===== src/rtl/dmem_pkg.sv =====
// Shared definitions for the data-memory arbiter: FSM encoding, memory size
// default and requester port indices.
package dmem_pkg;

  localparam int unsigned MEM_BYTES_DEF = 512;

  localparam logic PORT_CPU = 1'b0;
  localparam logic PORT_DBG = 1'b1;

  typedef enum logic [1:0] {
    IDLE   = 2'd0,
    ACCESS = 2'd1,
    DONE   = 2'd2
  } state_t;

endpackage


===== src/rtl/dmem_arbiter_rr_pick2.sv =====
// Two-way round-robin selector: a lone request wins outright, a tie goes to
// the port that was not granted last.
module rr_pick2
  import dmem_pkg::*;
(
  input  logic i_req0,
  input  logic i_req1,
  input  logic i_last_gnt,
  output logic o_valid,
  output logic o_winner
);

  always_comb begin
    o_valid  = i_req0 | i_req1;
    o_winner = PORT_CPU;
    if (i_req0 && i_req1) begin
      o_winner = ~i_last_gnt;
    end else if (i_req1) begin
      o_winner = PORT_DBG;
    end
  end

endmodule


===== src/rtl/dmem_arbiter.sv =====
// Round-robin arbiter/sequencer sharing the byte-addressed data memory between
// the CPU load/store port (0) and the debug/DMA loader (1).
module dmem_arbiter
  import dmem_pkg::*;
#(
  parameter int unsigned DATA_W    = 32,
  parameter int unsigned ADDR_W    = 32,
  parameter int unsigned MEM_BYTES = MEM_BYTES_DEF
) (
  input  logic              CLK,
  input  logic              Reset,
  input  logic              req0,
  input  logic              req1,
  input  logic              we0,
  input  logic              we1,
  input  logic [ADDR_W-1:0] addr0,
  input  logic [ADDR_W-1:0] addr1,
  input  logic [DATA_W-1:0] wdata0,
  input  logic [DATA_W-1:0] wdata1,
  output logic              ack0,
  output logic              ack1,
  output logic [DATA_W-1:0] rdata,
  output logic              err,
  output logic              mem_RD,
  output logic              mem_WR,
  output logic [ADDR_W-1:0] mem_DAddr,
  output logic [DATA_W-1:0] mem_DataIn,
  input  logic [DATA_W-1:0] mem_DataOut
);

  localparam logic [ADDR_W-1:0] LAST_WORD = ADDR_W'(MEM_BYTES - 4);

  state_t              r_state;
  logic                r_last_gnt;
  logic                r_owner;
  logic                r_lat_we;
  logic                r_lat_err;
  logic [ADDR_W-1:0]   r_lat_addr;
  logic [DATA_W-1:0]   r_lat_wdata;
  logic [DATA_W-1:0]   r_rdata;

  logic                w_valid;
  logic                w_winner;
  logic                w_sel_we;
  logic [ADDR_W-1:0]   w_sel_addr;
  logic [DATA_W-1:0]   w_sel_wdata;
  logic                w_addr_ok;

  rr_pick2 u_pick (
    .i_req0     (req0),
    .i_req1     (req1),
    .i_last_gnt (r_last_gnt),
    .o_valid    (w_valid),
    .o_winner   (w_winner)
  );

  always_comb begin
    w_sel_we    = (w_winner == PORT_DBG) ? we1    : we0;
    w_sel_addr  = (w_winner == PORT_DBG) ? addr1  : addr0;
    w_sel_wdata = (w_winner == PORT_DBG) ? wdata1 : wdata0;
    w_addr_ok   = (w_sel_addr[1:0] == 2'b00) && (w_sel_addr <= LAST_WORD);
  end

  // The address/data latches double as the memory bus drivers, so they are
  // only loaded on a legal grant and otherwise hold their last value.
  always_ff @(posedge CLK or negedge Reset) begin
    if (!Reset) begin
      r_state     <= IDLE;
      r_last_gnt  <= PORT_DBG;
      r_owner     <= PORT_CPU;
      r_lat_we    <= 1'b0;
      r_lat_err   <= 1'b0;
      r_lat_addr  <= '0;
      r_lat_wdata <= '0;
      r_rdata     <= '0;
    end else begin
      case (r_state)
        IDLE: begin
          if (w_valid) begin
            r_owner    <= w_winner;
            r_last_gnt <= w_winner;
            r_lat_we   <= w_sel_we;
            if (w_addr_ok) begin
              r_lat_addr  <= w_sel_addr;
              r_lat_wdata <= w_sel_wdata;
              r_state     <= ACCESS;
            end else begin
              r_lat_err <= 1'b1;
              r_rdata   <= '0;
              r_state   <= DONE;
            end
          end
        end
        ACCESS: begin
          r_rdata <= r_lat_we ? '0 : mem_DataOut;
          r_state <= DONE;
        end
        DONE: begin
          r_lat_err <= 1'b0;
          r_state   <= IDLE;
        end
        default: r_state <= IDLE;
      endcase
    end
  end

  // Strobes decode straight from state so reset kills a write before the
  // memory's falling-edge sample.
  always_comb begin
    mem_WR     = (r_state == ACCESS) &&  r_lat_we;
    mem_RD     = (r_state == ACCESS) && !r_lat_we;
    mem_DAddr  = r_lat_addr;
    mem_DataIn = r_lat_wdata;
    ack0       = (r_state == DONE) && (r_owner == PORT_CPU);
    ack1       = (r_state == DONE) && (r_owner == PORT_DBG);
    err        = (r_state == DONE) && r_lat_err;
    rdata      = r_rdata;
  end

endmodule


===== config.mk =====
export PLATFORM = sky130hd
export DESIGN_NAME = dmem_arbiter
export DESIGN_NICKNAME = d
export VERILOG_FILES = /design/src/rtl/dmem_pkg.sv /design/src/rtl/dmem_arbiter_rr_pick2.sv /design/src/rtl/dmem_arbiter.sv
export SDC_FILE = /design/constraint.sdc
export NUM_CORES = 1
export LEC_CHECK = 0
export BUFFER_PORTS_ARGS = -buffer_cell sky130_fd_sc_hd__buf_2
export CORE_ASPECT_RATIO = 1.1
export CORE_MARGIN = 2
export CORE_UTILIZATION = 39
export DETAILED_ROUTE_END_ITERATION = 8
export GPL_TIMING_DRIVEN = 0
export PLACE_DENSITY = 0.87
export SKIP_CTS_REPAIR_TIMING = 1
export SYNTH_ARGS = -nofsm -noshare
export SYNTH_HDL_FRONTEND = slang
export SYNTH_SLANG_ARGS = --single-unit

===== constraint.sdc =====
create_clock -name CLK -period 1.85 [get_ports CLK]
set_input_delay 0.0925 -clock CLK [delete_from_list [all_inputs] [get_ports CLK]]
set_output_delay 0.0925 -clock CLK [all_outputs]
set_load 0.05 [all_outputs]

# Word level (Yosys, flattened, before mapping)

Index checks and enable logic that the tools add are counted.

Magnitude comparators: 1
Equality and inequality tests: 4
Mux-type cells: 15
Bitwise gates (word level): 3
Reductions and logical operators: 16

Operators by type and width:

| operator                                                                 | count |
|---|---|
| 32-bit two-way mux                                                       | 5 |
| 32-bit case mux with 2 select lines                                      | 1 |
| 32-bit by 9-bit <= comparator with 1-bit output (second input constant)  | 1 |
| 3-bit AND reduction                                                      | 3 |
| 1-bit logical AND                                                        | 7 |
| 1-bit two-way mux                                                        | 5 |
| 2-bit zero test                                                          | 2 |
| 2-bit two-way mux                                                        | 2 |
| 2-bit case mux with 2 select lines                                       | 1 |
| 2-bit nonzero test                                                       | 2 |
| 2-bit by 1-bit equality test with 1-bit output (second input constant)   | 1 |
| 2-bit equality test (second input constant)                              | 1 |
| 2-bit by 1-bit inequality test with 1-bit output (second input constant) | 1 |
| 2-bit inequality test (second input constant)                            | 1 |
| 1-bit NOT                                                                | 2 |
| 1-bit case mux with 2 select lines                                       | 1 |
| 2-bit AND reduction                                                      | 1 |
| 1-bit zero test                                                          | 1 |
| 1-bit OR                                                                 | 1 |

Flip-flop bits (word level): 102
Input bits: 166
Output and inout bits: 101
Word-level logic and storage cells: 47

# Logic depth before layout (Yosys ltp)

Gate-level depths: netlist of the first run.

Depth in word-level cells: 8
Mapped depth: 7
Mapped depth without buffers: 5

# Cells and area by module

A second synthesis of the first run with hierarchy kept.

Cell total of the unflattened synthesis: 421
Area, all modules: 4456.8 µm²

By module, submodules not included:

| module       | instances | cells each | area each (µm²) | sequential area each (µm²) |
|---|---|---|---|---|
| dmem_arbiter | 1         | 419        | 4443.0          | 2553.7 |
| rr_pick2     | 1         | 2          | 13.8            | 0.0 |

# Worst setup path after synthesis of the first run

OpenSTA, ideal clock, no wires.

Kind: flip-flop to flip-flop
From: register r_last_gnt
To: register r_lat_wdata[27], in the netlist mem_DataIn[27]
Setup time: 0.125 ns
Arrival time: 1.671 ns
Required time: 1.725 ns
Setup slack: 0.054 ns
Stages on the path, launching flop included: 7
Path buffers: 1
Period minus slack after synthesis: 1.796 ns
Path through: dfstp_2 a21boi_2 nand4b_1 o22ai_2 nand2_2 buf_4 mux2_4

Longest elaborated chain between the ends: 6
Elaborated cells between the ends (all ways): 8
Classes of those cells: 1 x order compare; 3 x mux; 1 x bitwise; 3 x reduce/logical

Ends and longest elaborated chain:

| element                                                                                   | line                        | text |
|---|---|---|
| start, declared                                                                           | dmem_arbiter.sv:34          | `logic r_last_gnt;` |
| start signal, assigned                                                                    | dmem_arbiter.sv:81          | `r_last_gnt <= w_winner;` |
| 1-bit NOT (*)                                                                             | dmem_arbiter_rr_pick2.sv:17 | `o_winner = ~i_last_gnt;` |
| 1-bit two-way mux (*)                                                                     | dmem_arbiter_rr_pick2.sv:16 | `if (i_req0 && i_req1) begin` |
| 32-bit two-way mux                                                                        | dmem_arbiter.sv:59          | `w_sel_addr = (w_winner == PORT_DBG) ? addr1 : addr0;` |
| 32-bit by 9-bit <= comparator with 1-bit output / 2-bit zero test (equally long branches) | dmem_arbiter.sv:61          | `w_addr_ok = (w_sel_addr[1:0] == 2'b00) && (w_sel_addr <= LAST_WORD);` |
| 1-bit logical AND                                                                         | dmem_arbiter.sv:61          |  |
| 3-bit AND reduction (no line)                                                             | -                           |  |
| end signal, assigned                                                                      | dmem_arbiter.sv:85          | `r_lat_wdata <= w_sel_wdata;` |
| end, declared                                                                             | dmem_arbiter.sv:39          | `logic [DATA_W-1:0] r_lat_wdata;` |

Mark *: on every way between the ends. The rest lies on a longest branch, timed or not.
A chain may end at the register's enable or synchronous reset.

# Final worst setup path of the first run

From: register r_last_gnt
To: register r_rdata[1], in the netlist rdata[1]

Longest elaborated chain between the ends: 7
Elaborated cells between the ends (all ways): 8
Classes of those cells: 1 x order compare; 1 x eq/ne; 2 x mux; 1 x bitwise; 3 x reduce/logical

Ends and longest elaborated chain:

| element                                                                                   | line                        | text |
|---|---|---|
| 1-bit NOT (*)                                                                             | dmem_arbiter_rr_pick2.sv:17 |  |
| 1-bit two-way mux (*)                                                                     | dmem_arbiter_rr_pick2.sv:16 |  |
| 32-bit two-way mux (*)                                                                    | dmem_arbiter.sv:59          |  |
| 32-bit by 9-bit <= comparator with 1-bit output / 2-bit zero test (equally long branches) | dmem_arbiter.sv:61          |  |
| 1-bit logical AND (*)                                                                     | dmem_arbiter.sv:61          |  |
| 2-bit inequality test (no line) (*)                                                       | -                           |  |
| 3-bit AND reduction (no line) (*)                                                         | -                           |  |
| end signal, assigned                                                                      | dmem_arbiter.sv:95          | `r_rdata <= r_lat_we ? '0 : mem_DataOut;` |
| end, declared                                                                             | dmem_arbiter.sv:40          | `logic [DATA_W-1:0] r_rdata;` |

Marked as above.

==> results of run 1 <==
[cell families (layout without fill, tap and decap cells)]
| logic type | count (synthesis) | after routing | share of synthesized area (%) |
|---|---|---|---|
| mux | 72 | 72 | 21.1 |
| buf+inv | 25 | 347 | 3.41 |
| other cells | 0 | 2 | 0 |
| flops | 102 | 102 | 58.6 |
| compound gates | 53 | 53 | 9.50 |
| simple gates | 56 | 56 | 7.40 |
[sequential cells by signal, summed over array words and instances (netlist names)]
name,cells
r_last_gnt,1
r_owner,1
r_state,2
rdata,32
mem_DataIn,32
r_lat_we,1
r_lat_err,1
mem_DAddr,32
[cell usage in the layout, fill, tap and decap left out, types with 2 or more instances in the layout]
cell type,instances
inv_1,4
diode_2,2
clkbuf_1,7
dlygate4sd3_1,26
and2_4,18
clkbuf_4,2
a22o_1,32
buf_6,6
nor3_1,3
nand4_1,3
nor2_1,8
clkbuf_16,15
nor4_1,10
bufinv_16,2
dfrtp_1,101
mux2_2,32
mux2_4,32
a21oi_1,8
buf_12,3
and2_1,7
nand2b_1,2
buf_8,4
a31oi_1,7
buf_4,4
o21ai_0,2
mux2i_1,8
buf_2,266
[worst max path at each step]
stage / depth (start not counted) / start / endpoint / slack (ns)
2_1_floorplan: 6 / r_last_gnt$_DFFE_PN1P_ / mem_DataIn[27]$_DFFE_PN0P_ / 0.05
3_3_place_gp: 6 / r_last_gnt$_DFFE_PN1P_ / mem_DataIn[29]$_DFFE_PN0P_ / -0.32
3_5_place_dp: 6 / r_last_gnt$_DFFE_PN1P_ / mem_DataIn[28]$_DFFE_PN0P_ / -0.33
4_1_cts: 6 / r_last_gnt$_DFFE_PN1P_ / mem_DataIn[28]$_DFFE_PN0P_ / -0.35
5_1_grt: 8 / r_last_gnt$_DFFE_PN1P_ / rdata[15]$_DFFE_PN0P_ / -0.26
6_report: 8 / r_last_gnt$_DFFE_PN1P_ / rdata[1]$_DFFE_PN0P_ / -0.19
[area by class of cell]
type	count	area, sq um	share of cell area [%]
Buffer	19	188	2.74
Clock buffer	11	233	3.39
Sequential cell	102	2550	37.2
Clock inverter	5	82.6	1.20
Antenna cell	2	5.00	0.0730
Multi-Input combinational cell	181	1740	25.4
Timing Repair Buffer	306	1840	26.9
Tap cell	147	184	2.68
Inverter	6	25.0	0.365
[synthesized netlist by cell type]
master	n
mux2_4	32
o21ai_0	2
mux2_2	32
o22ai_2	1
buf_2	2
nand2_2	1
clkbuf_1	8
a31oi_1	7
o21a_1	1
nand2_1	1
nand4b_1	1
o31a_1	1
a21oi_1	8
nand2b_1	2
nor2_1	9
a21boi_2	1
inv_1	6
nand4_1	3
buf_6	5
dfrtp_1	101
dfstp_2	1
a22o_1	32
nor4_1	10
nor3_1	4
mux2i_1	8
buf_4	4
and2_1	25
[layer usage]
layer | GRT usage (%) | up-vias | routed length [microns]
li1 | - | 1754 | -
met1 | 24.5 | 1861 | 5310
met2 | 35.8 | 204 | 7210
met3 | 8.05 | 31 | 1210
met4 | 8.18 | 6 | 375
met5 | 0 | - | 36
[worst max-delay path, stage by stage, from the launching register on]
cell and delay (ns):
dfstp_2 0.39, a21boi_4 0.25, nand4b_1 0.22, o22ai_4 0.11, buf_6 0.14, o31a_1 0.30, buf_6 0.15, clkbuf_16 0.15
a22o_1 0.18
[per-stage QoR]
stage          setup TNS (ns)  cell area (sq um)  setup WS [ns]
3_3_place_gp           -47.98               5880         -0.321
3_5_place_dp           -26.51               5910         -0.331
5_1_grt                -20.77               6850         -0.262
6_report               -13.01               6860         -0.189
4_1_cts                -28.45               6220         -0.347
2_1_floorplan               0               4360         0.0543
[report_power, final]
part | internal (W) | switching (W)
registers | 0.00225 | 0.0000185
logic | 0.000340 | 0.000302
clock network | 0.00119 | 0.000805
total | 0.00378 | 0.00112
==> impl_metrics.tcl, run 1 <==
set metrics [dict create \
    die_x_microns 105 \
    outcome "finished with violations" \
    worstReg2RegEnd "rdata[1]$_DFFE_PN0P_" \
    grt_pass1_wl_mm 19.7 \
    worstHoldPathType "in -> reg" \
    relSlewSlack_pct 53.4 \
    nFillCells 851 \
    wirelength_mm 14.1 \
    fin_nets 791 \
    cts.sinks 102 \
    cts_tree "done" \
    clkTransAtPathRegs_ns 0.07 \
    ys_ff_latch 102 \
    max_freq_ghz 0.490 \
    cts_max_level 3 \
    required_ns 2.06 \
    avgSynthCellArea_sq_um 14.2 \
    root_buffer "clkbuf_16" \
    antenna_found_initial 5 \
    wl_per_cell_microns 18.2 \
    powerDensity_nw_per_um2 716 \
    dp.cells 722 \
    p_leak_nw 3.91 \
    syn_inst 308 \
    grt_max_degree 54 \
    period_needed_ns 2.04 \
    drcViolationCount 0 \
    tightest_slew_ns 0.698 \
    start_util_pct 40.0 \
    ys_warn_count 0 \
    cp_max_fo 7 \
    layout.cells.non_filler 779 \
    worstSetupStartpointType "flop" \
    grt-ovfl-total 0 \
    final_util_pct 62.8 \
    synth_nets 474 \
    portBuffers 266 \
    hold_viol 2 \
    synthDistinctLibCells 27 \
    antenna_left 0 \
    gp_congestion 0.886 \
    synth_top_area_share_pct 58.0 \
    rows 40 \
    rsz0062_at_grt "true" \
    layout_setup_ws_ns -0.189 \
    timing.hold.ws_ns -0.0113 \
    io_pins 267 \
    cp.arrival_ns 2.25 \
    worstSetupPathType "reg -> reg" \
    vdd_drop_max_mv 0.566 \
    holdPathStages 2 \
    drv_slew 0 \
    cts_inserted_buffers 9 \
    reg2regPathDepth 8 \
    yosysTopAreaCell "dfrtp_1" \
    grtUsageTotal_pct 21.1 \
    synth_area_sq_um 4360 \
    grt_pass1_vias 3849 \
    fin_crit_sh_pct 110 \
    viasPerCell 4.95 \
    violations "hold timing, setup timing" \
    power_w 0.00491 \
    holdPathEnd "rdata[23]$_DFFE_PN0P_" \
    rr_startpoint "r_last_gnt$_DFFE_PN1P_" \
    clk_latency_ns 0.33 \
    via_count 3856 \
    end_kind "flop" \
    dp_hpwl_mm 10.3 \
    clockBufferDepth 2 \
    synthTopCellsByArea "dfrtp_1 (58%), mux2_4 (11%), mux2_2 (8.3%), a22o_1 (6.4%), and2_1 (3.6%)" \
    r2r_slack_ns -0.19 \
    final.setup_skew_ns 0.00947 \
    drive_gt1_share_pct 63.0 \
    maxCapViolations 0 \
    area_delta_synth_final_pct 57.2 \
    coreArea_sq_um 10900 \
    fp.dieArea_sq_um 12000 \
    min_from "mem_DataOut[23]" \
    drtPass1Iterations 4 \
    die_h_microns 115 \
    initialDrtViolationCount 138 \
    ys_seq_area_share_pct 58.6 \
    finalSetupViolCount 92 \
]
Note: power is estimated with default switching activity, not from simulation.
==> run 2, diff against run 1 <==
--- a/config.mk
+++ b/config.mk
@@ -12,6 +12,7 @@
 export DETAILED_ROUTE_END_ITERATION = 8
 export GPL_TIMING_DRIVEN = 0
 export PLACE_DENSITY = 0.87
+export REMOVE_ABC_BUFFERS = 1
 export SKIP_CTS_REPAIR_TIMING = 1
 export SYNTH_ARGS = -nofsm -noshare
 export SYNTH_HDL_FRONTEND = slang
==> run 2 against run 1 <==
The flow finishes with violations (setup timing); largest cell class unchanged; critical endpoint is now rdata[20]$_DFFE_PN0P_; sequential share of layout area decreased by 0.068 points; worst setup slack better by 0.11 ns; maximum frequency grew 5.6%; clock skew increased by 0.00092 ns; die area unchanged.
==> impl_metrics.tcl, run 2 (synthesis gave the netlist of run 1 again) <==
set metrics [dict create \
    outcome "finished with violations" \
    violations "setup timing" \
    power_w 0.00489 \
    fin_tns_setup_ns -3.80 \
    grt_use_met2_pct 34.7 \
    initialDrtViolationCount 218 \
    wirelength_mm 13.9 \
    tightest_slew_ns 0.719 \
    vdd_drop_max_mv 0.424 \
    finalSetupViolCount 75 \
    grt-busiest-layer "met2" \
    end_kind "flop" \
    cts.sinks 102 \
    grtUsageTotal_pct 19.1 \
    grt_pass1_wl_mm 18.0 \
    cp_max_fo 17 \
    worstReg2RegEnd "rdata[20]$_DFFE_PN0P_" \
    min_from "mem_DataOut[22]" \
    viasPerCell 4.89 \
    final_util_pct 63.0 \
    fp.dieArea_sq_um 12000 \
    slowest_delay_ns 0.45 \
    nFillCells 822 \
    use_met3_pct 5.90 \
    hold_viol 0 \
    grt_pass1_vias 3630 \
    stdcell_area_sq_um 6870 \
    maxCapViolations 0 \
    multi_input_area_sq_um 1840 \
    relSlewSlack_pct 51.8 \
    seq_area_sq_um 2550 \
    coreArea_sq_um 10900 \
    antenna_found_initial 3 \
    required_ns 2.06 \
    root_buffer "clkbuf_16" \
    max_freq_ghz 0.518 \
    rsz0062_at_grt "true" \
    worstSetupStartpointType "flop" \
    critPathLaunch "r_last_gnt$_DFFE_PN1P_" \
    r2r_slack_ns -0.08 \
    fin_crit_sh_pct 104 \
    clk_latency_ns 0.34 \
    layout_setup_ws_ns -0.0818 \
    fin_nets 793 \
    die_x_microns 105 \
    cts_max_level 3 \
    holdPathEnd "rdata[22]$_DFFE_PN0P_" \
    area_delta_synth_final_pct 57.5 \
    dp_hpwl_mm 9.28 \
    drcViolationCount 0 \
    antenna_left 0 \
    start_util_pct 40.0 \
    use_met1_pct 21.5 \
    portBuffers 266 \
    reg2regPathDepth 6 \
    cts_tree "done" \
    worstSetupPathType "reg -> reg" \
    crit_path_cell_trace "a21boi_4 > nand4b_1 > o22ai_4 > buf_12 > o31a_4 > a22o_1" \
    final_common_cell "buf_2" \
    via_count 3822 \
    gp_congestion 0.752 \
    cp_slowest_cell "o31a_4" \
    final_cell_mix "buf_2 (264), dfrtp_1 (101), a22o_1 (32), mux2_2 (32), mux2_4 (32)" \
    clkTransAtPathRegs_ns 0.07 \
    grt_max_degree 59 \
    place_area_sq_um 5850 \
    p_leak_nw 3.89 \
    rr_startpoint "r_last_gnt$_DFFE_PN1P_" \
    drive_gt1_share_pct 62.5 \
    holdPathStages 2 \
    grt-ovfl-total 0 \
    period_needed_ns 1.93 \
    drtPass1Iterations 4 \
    die_h_microns 115 \
    powerDensity_nw_per_um2 712 \
    layout.cells.non_filler 781 \
    clockBufferDepth 2 \
    cts_inserted_buffers 9 \
    drv_slew 0 \
    wl_per_cell_microns 17.9 \
    worstHoldPathType "in -> reg" \
    cp.arrival_ns 2.15 \
    rows 40 \
    final.setup_skew_ns 0.0104 \
    io_pins 267 \
    dp.cells 706 \
]
==> run 2: area by class of cell <==
type | instances | area share [%]
antenna | 2 | 0.0729
clock inverter | 6 | 1.09
inverter | 6 | 0.328
timing repair buffer | 321 | 28.4
tap | 147 | 2.68
multi-input combinational | 187 | 26.8
sequential | 102 | 37.2
clock buffer | 10 | 3.48
==> run 2: worst max path at each step <==
stage / end / slack (ns) / cells after the start
CTS: mem_DataIn[25]$_DFFE_PN0P_ / -1.81 / 5
global placement: mem_DataIn[25]$_DFFE_PN0P_ / -2.88 / 5
detailed placement: mem_DataIn[25]$_DFFE_PN0P_ / -1.79 / 5
global route: mem_DataIn[17]$_DFFE_PN0P_ / -0.15 / 6
floorplan: mem_DataIn[0]$_DFFE_PN0P_ / -1.84 / 5
finish: rdata[20]$_DFFE_PN0P_ / -0.08 / 6
==> run 2: power breakdown <==
group,switching [W],internal [W]
Combinational,0.000309,0.000353
Clock,0.000848,0.00111
Sequential,0.0000224,0.00225
Total,0.00118,0.00371
==> run 2: worst max-delay path, delay by kind of cell (launching register included) <==
kind / cells / cell delay (ns)
AO/OA/AOI/OAI: 4 / 1.03
buffers and inverters: 1 / 0.17
flip-flops: 1 / 0.39
AND/OR/NAND/NOR: 1 / 0.21
==> run 2: per-layer routing <==
metal	part of all wire [%]	wire length, microns
met5	0.093	13
met4	2.0	280
met1	38	5270
met3	6.8	949
met2	53	7430
==> run 2: per-stage QoR <==
step | hold slack [ns] | setup WS (ns)
final | 0.0154 | -0.0818
after global routing | -0.000919 | -0.147
after CTS | -0.204 | -1.81
after detailed placement | 0.159 | -1.79
after global placement | 0.314 | -2.88
after floorplan | -0.203 | -1.84
==> run 3, diff against run 2 <==
--- a/config.mk
+++ b/config.mk
@@ -11,6 +11,7 @@
 export CORE_UTILIZATION = 39
 export DETAILED_ROUTE_END_ITERATION = 8
 export GPL_TIMING_DRIVEN = 0
+export HOLD_SLACK_MARGIN = 0.03
 export PLACE_DENSITY = 0.87
 export REMOVE_ABC_BUFFERS = 1
 export SKIP_CTS_REPAIR_TIMING = 1
==> run 3 against run 2 <==
The flow still finishes with violations (setup timing); non-clock buffer count rose by 4; combinational power rose by 0.9%; sequential power barely moved; maximum frequency fell by 0.43%; sequential share of layout area fell by 0.22 points; global-route usage did not move; die area did not move; highest routed layer unchanged.
==> impl_metrics.tcl, run 3 (synthesis gave the netlist of run 1 again) <==
set metrics [dict create \
    power_w 0.00490 \
    vdd_drop_max_mv 0.423 \
    rsz0062_at_grt "true" \
    max_freq_ghz 0.515 \
    die_h_microns 115 \
    power_frac_comb_pct 13.7 \
    multi_input_area_sq_um 1840 \
    drive_gt1_share_pct 62.1 \
    finalSetupViolCount 80 \
    swShare_pct 24.1 \
    relSlewSlack_pct 51.6 \
    cts_inserted_buffers 9 \
    wirelength_mm 14.1 \
    fin_nets 797 \
    die_x_microns 105 \
    grt_pass1_wl_mm 18.0 \
    start_util_pct 40.0 \
    dp.cells 706 \
    dp_hpwl_mm 9.28 \
    final.setup_skew_ns 0.00954 \
    seqPwrFrac_pct 46.4 \
    portBuffers 266 \
    fin_tns_setup_ns -3.99 \
    grt_max_degree 59 \
    drtPass1Iterations 6 \
    seq_area_sq_um 2550 \
    coreArea_sq_um 10900 \
    violations "setup timing" \
    cts_tree "done" \
    maxCapViolations 0 \
    final_util_pct 63.3 \
    fin_crit_sh_pct 105 \
    wl_per_cell_microns 17.9 \
    layout.cells.non_filler 785 \
    worstHoldPathType "in -> reg" \
    clk_latency_ns 0.34 \
    grt-ovfl-total 0 \
    cts.sinks 102 \
    period_needed_ns 1.94 \
    cts_max_level 3 \
    area_delta_synth_final_pct 58.5 \
    root_buffer "clkbuf_16" \
    fp.dieArea_sq_um 12000 \
    via_count 3838 \
    initialDrtViolationCount 213 \
    viasPerCell 4.89 \
    cp.arrival_ns 2.15 \
    clockBufferDepth 2 \
    drcViolationCount 0 \
    final_cell_mix "buf_2 (264), dfrtp_1 (101), dlygate4sd3_1 (33)" \
    rows 40 \
    p_leak_nw 3.91 \
    gp_congestion 0.752 \
    required_ns 2.06 \
    worstSetupPathType "reg -> reg" \
    grtUsageTotal_pct 19.1 \
    p_int_w 0.00372 \
    final_common_cell "buf_2" \
    powerDensity_nw_per_um2 709 \
    hold_viol 0 \
    nFillCells 822 \
    worstSetupStartpointType "flop" \
    drv_slew 0 \
    io_pins 267 \
    clkPwrFrac_pct 39.9 \
    power_switching_w 0.00118 \
    layout_setup_ws_ns -0.0901 \
    grt_pass1_vias 3630 \
    antenna_left 0 \
    dp_slack_ns -1.79 \
    cp_max_fo 17 \
    end_kind "flop" \
    antenna_found_initial 3 \
    outcome "finished with violations" \
    tightest_slew_ns 0.722 \
    clkTransAtPathRegs_ns 0.07 \
]
-- run 3: changes by cell type in the layout (fill, tap and decap cells not counted) --
| cell | delta |
|---|---|
| dlygate4sd3_1 | +4 |
-- run 3: critical path, stage by stage (launching register included) --
cell	delay [ns]
dfstp_2	0.39
a21boi_4	0.26
nand4b_1	0.21
o22ai_4	0.10
buf_12	0.17
o31a_4	0.45
a22o_1	0.22
-- run 3: final cells by class --
class	count	share of cell area, %
antenna	2	0.0724
clock buffer	10	3.46
clock inverter	6	1.09
inverter	6	0.326
multi-input combinational	187	26.6
sequential	102	37.0
tap	147	2.66
timing repair buffer	325	28.8
-- run 3: stage by stage --
stage          instance area [sq um]  hold slack [ns]
2_1_floorplan                   4230           -0.203
3_3_place_gp                    5750            0.314
3_5_place_dp                    5850            0.159
4_1_cts                         6160           -0.204
5_1_grt                         6910           0.0840
6_report                        6910           0.0802
-- run 3: worst paths after layout --
check	start	cells after the start	end	slack, ns
min in group asynchronous	Reset	2	mem_DataIn[2]$_DFFE_PN0P_	0.35
max	r_last_gnt$_DFFE_PN1P_	6	rdata[20]$_DFFE_PN0P_	-0.09
min	addr1[8]	3	mem_DAddr[8]$_DFFE_PN0P_	0.08
min reg2reg	mem_DAddr[31]$_DFFE_PN0P_	1	mem_DAddr[31]$_DFFE_PN0P_	0.49
max reg2reg	r_last_gnt$_DFFE_PN1P_	6	rdata[20]$_DFFE_PN0P_	-0.09
max in group asynchronous	Reset	3	rdata[25]$_DFFE_PN0P_	0.81
-- run 3: power groups by stage --
stage	clock, W	sequential, W	combinational [W]
finish	0.00195	0.00227	0.000669
global route	0.00209	0.00227	0.000723
CTS	0.00199	0.00227	0.000526
detailed placement	0	0.00231	0.000524
global placement	0	0.00231	0.000478
floorplan	0	0.00230	0.000232
-- run 3: metal layers --
| layer | vias up | GRT usage (%) | wire length [microns] |
|---|---|---|---|
| met4 | 2 | 6.31 | 294 |
| met3 | 22 | 5.90 | 959 |
| met1 | 1862 | 21.5 | 5260 |
| met2 | 170 | 34.7 | 7560 |
| met5 | - | 0 | 13 |
| li1 | 1782 | - | - |
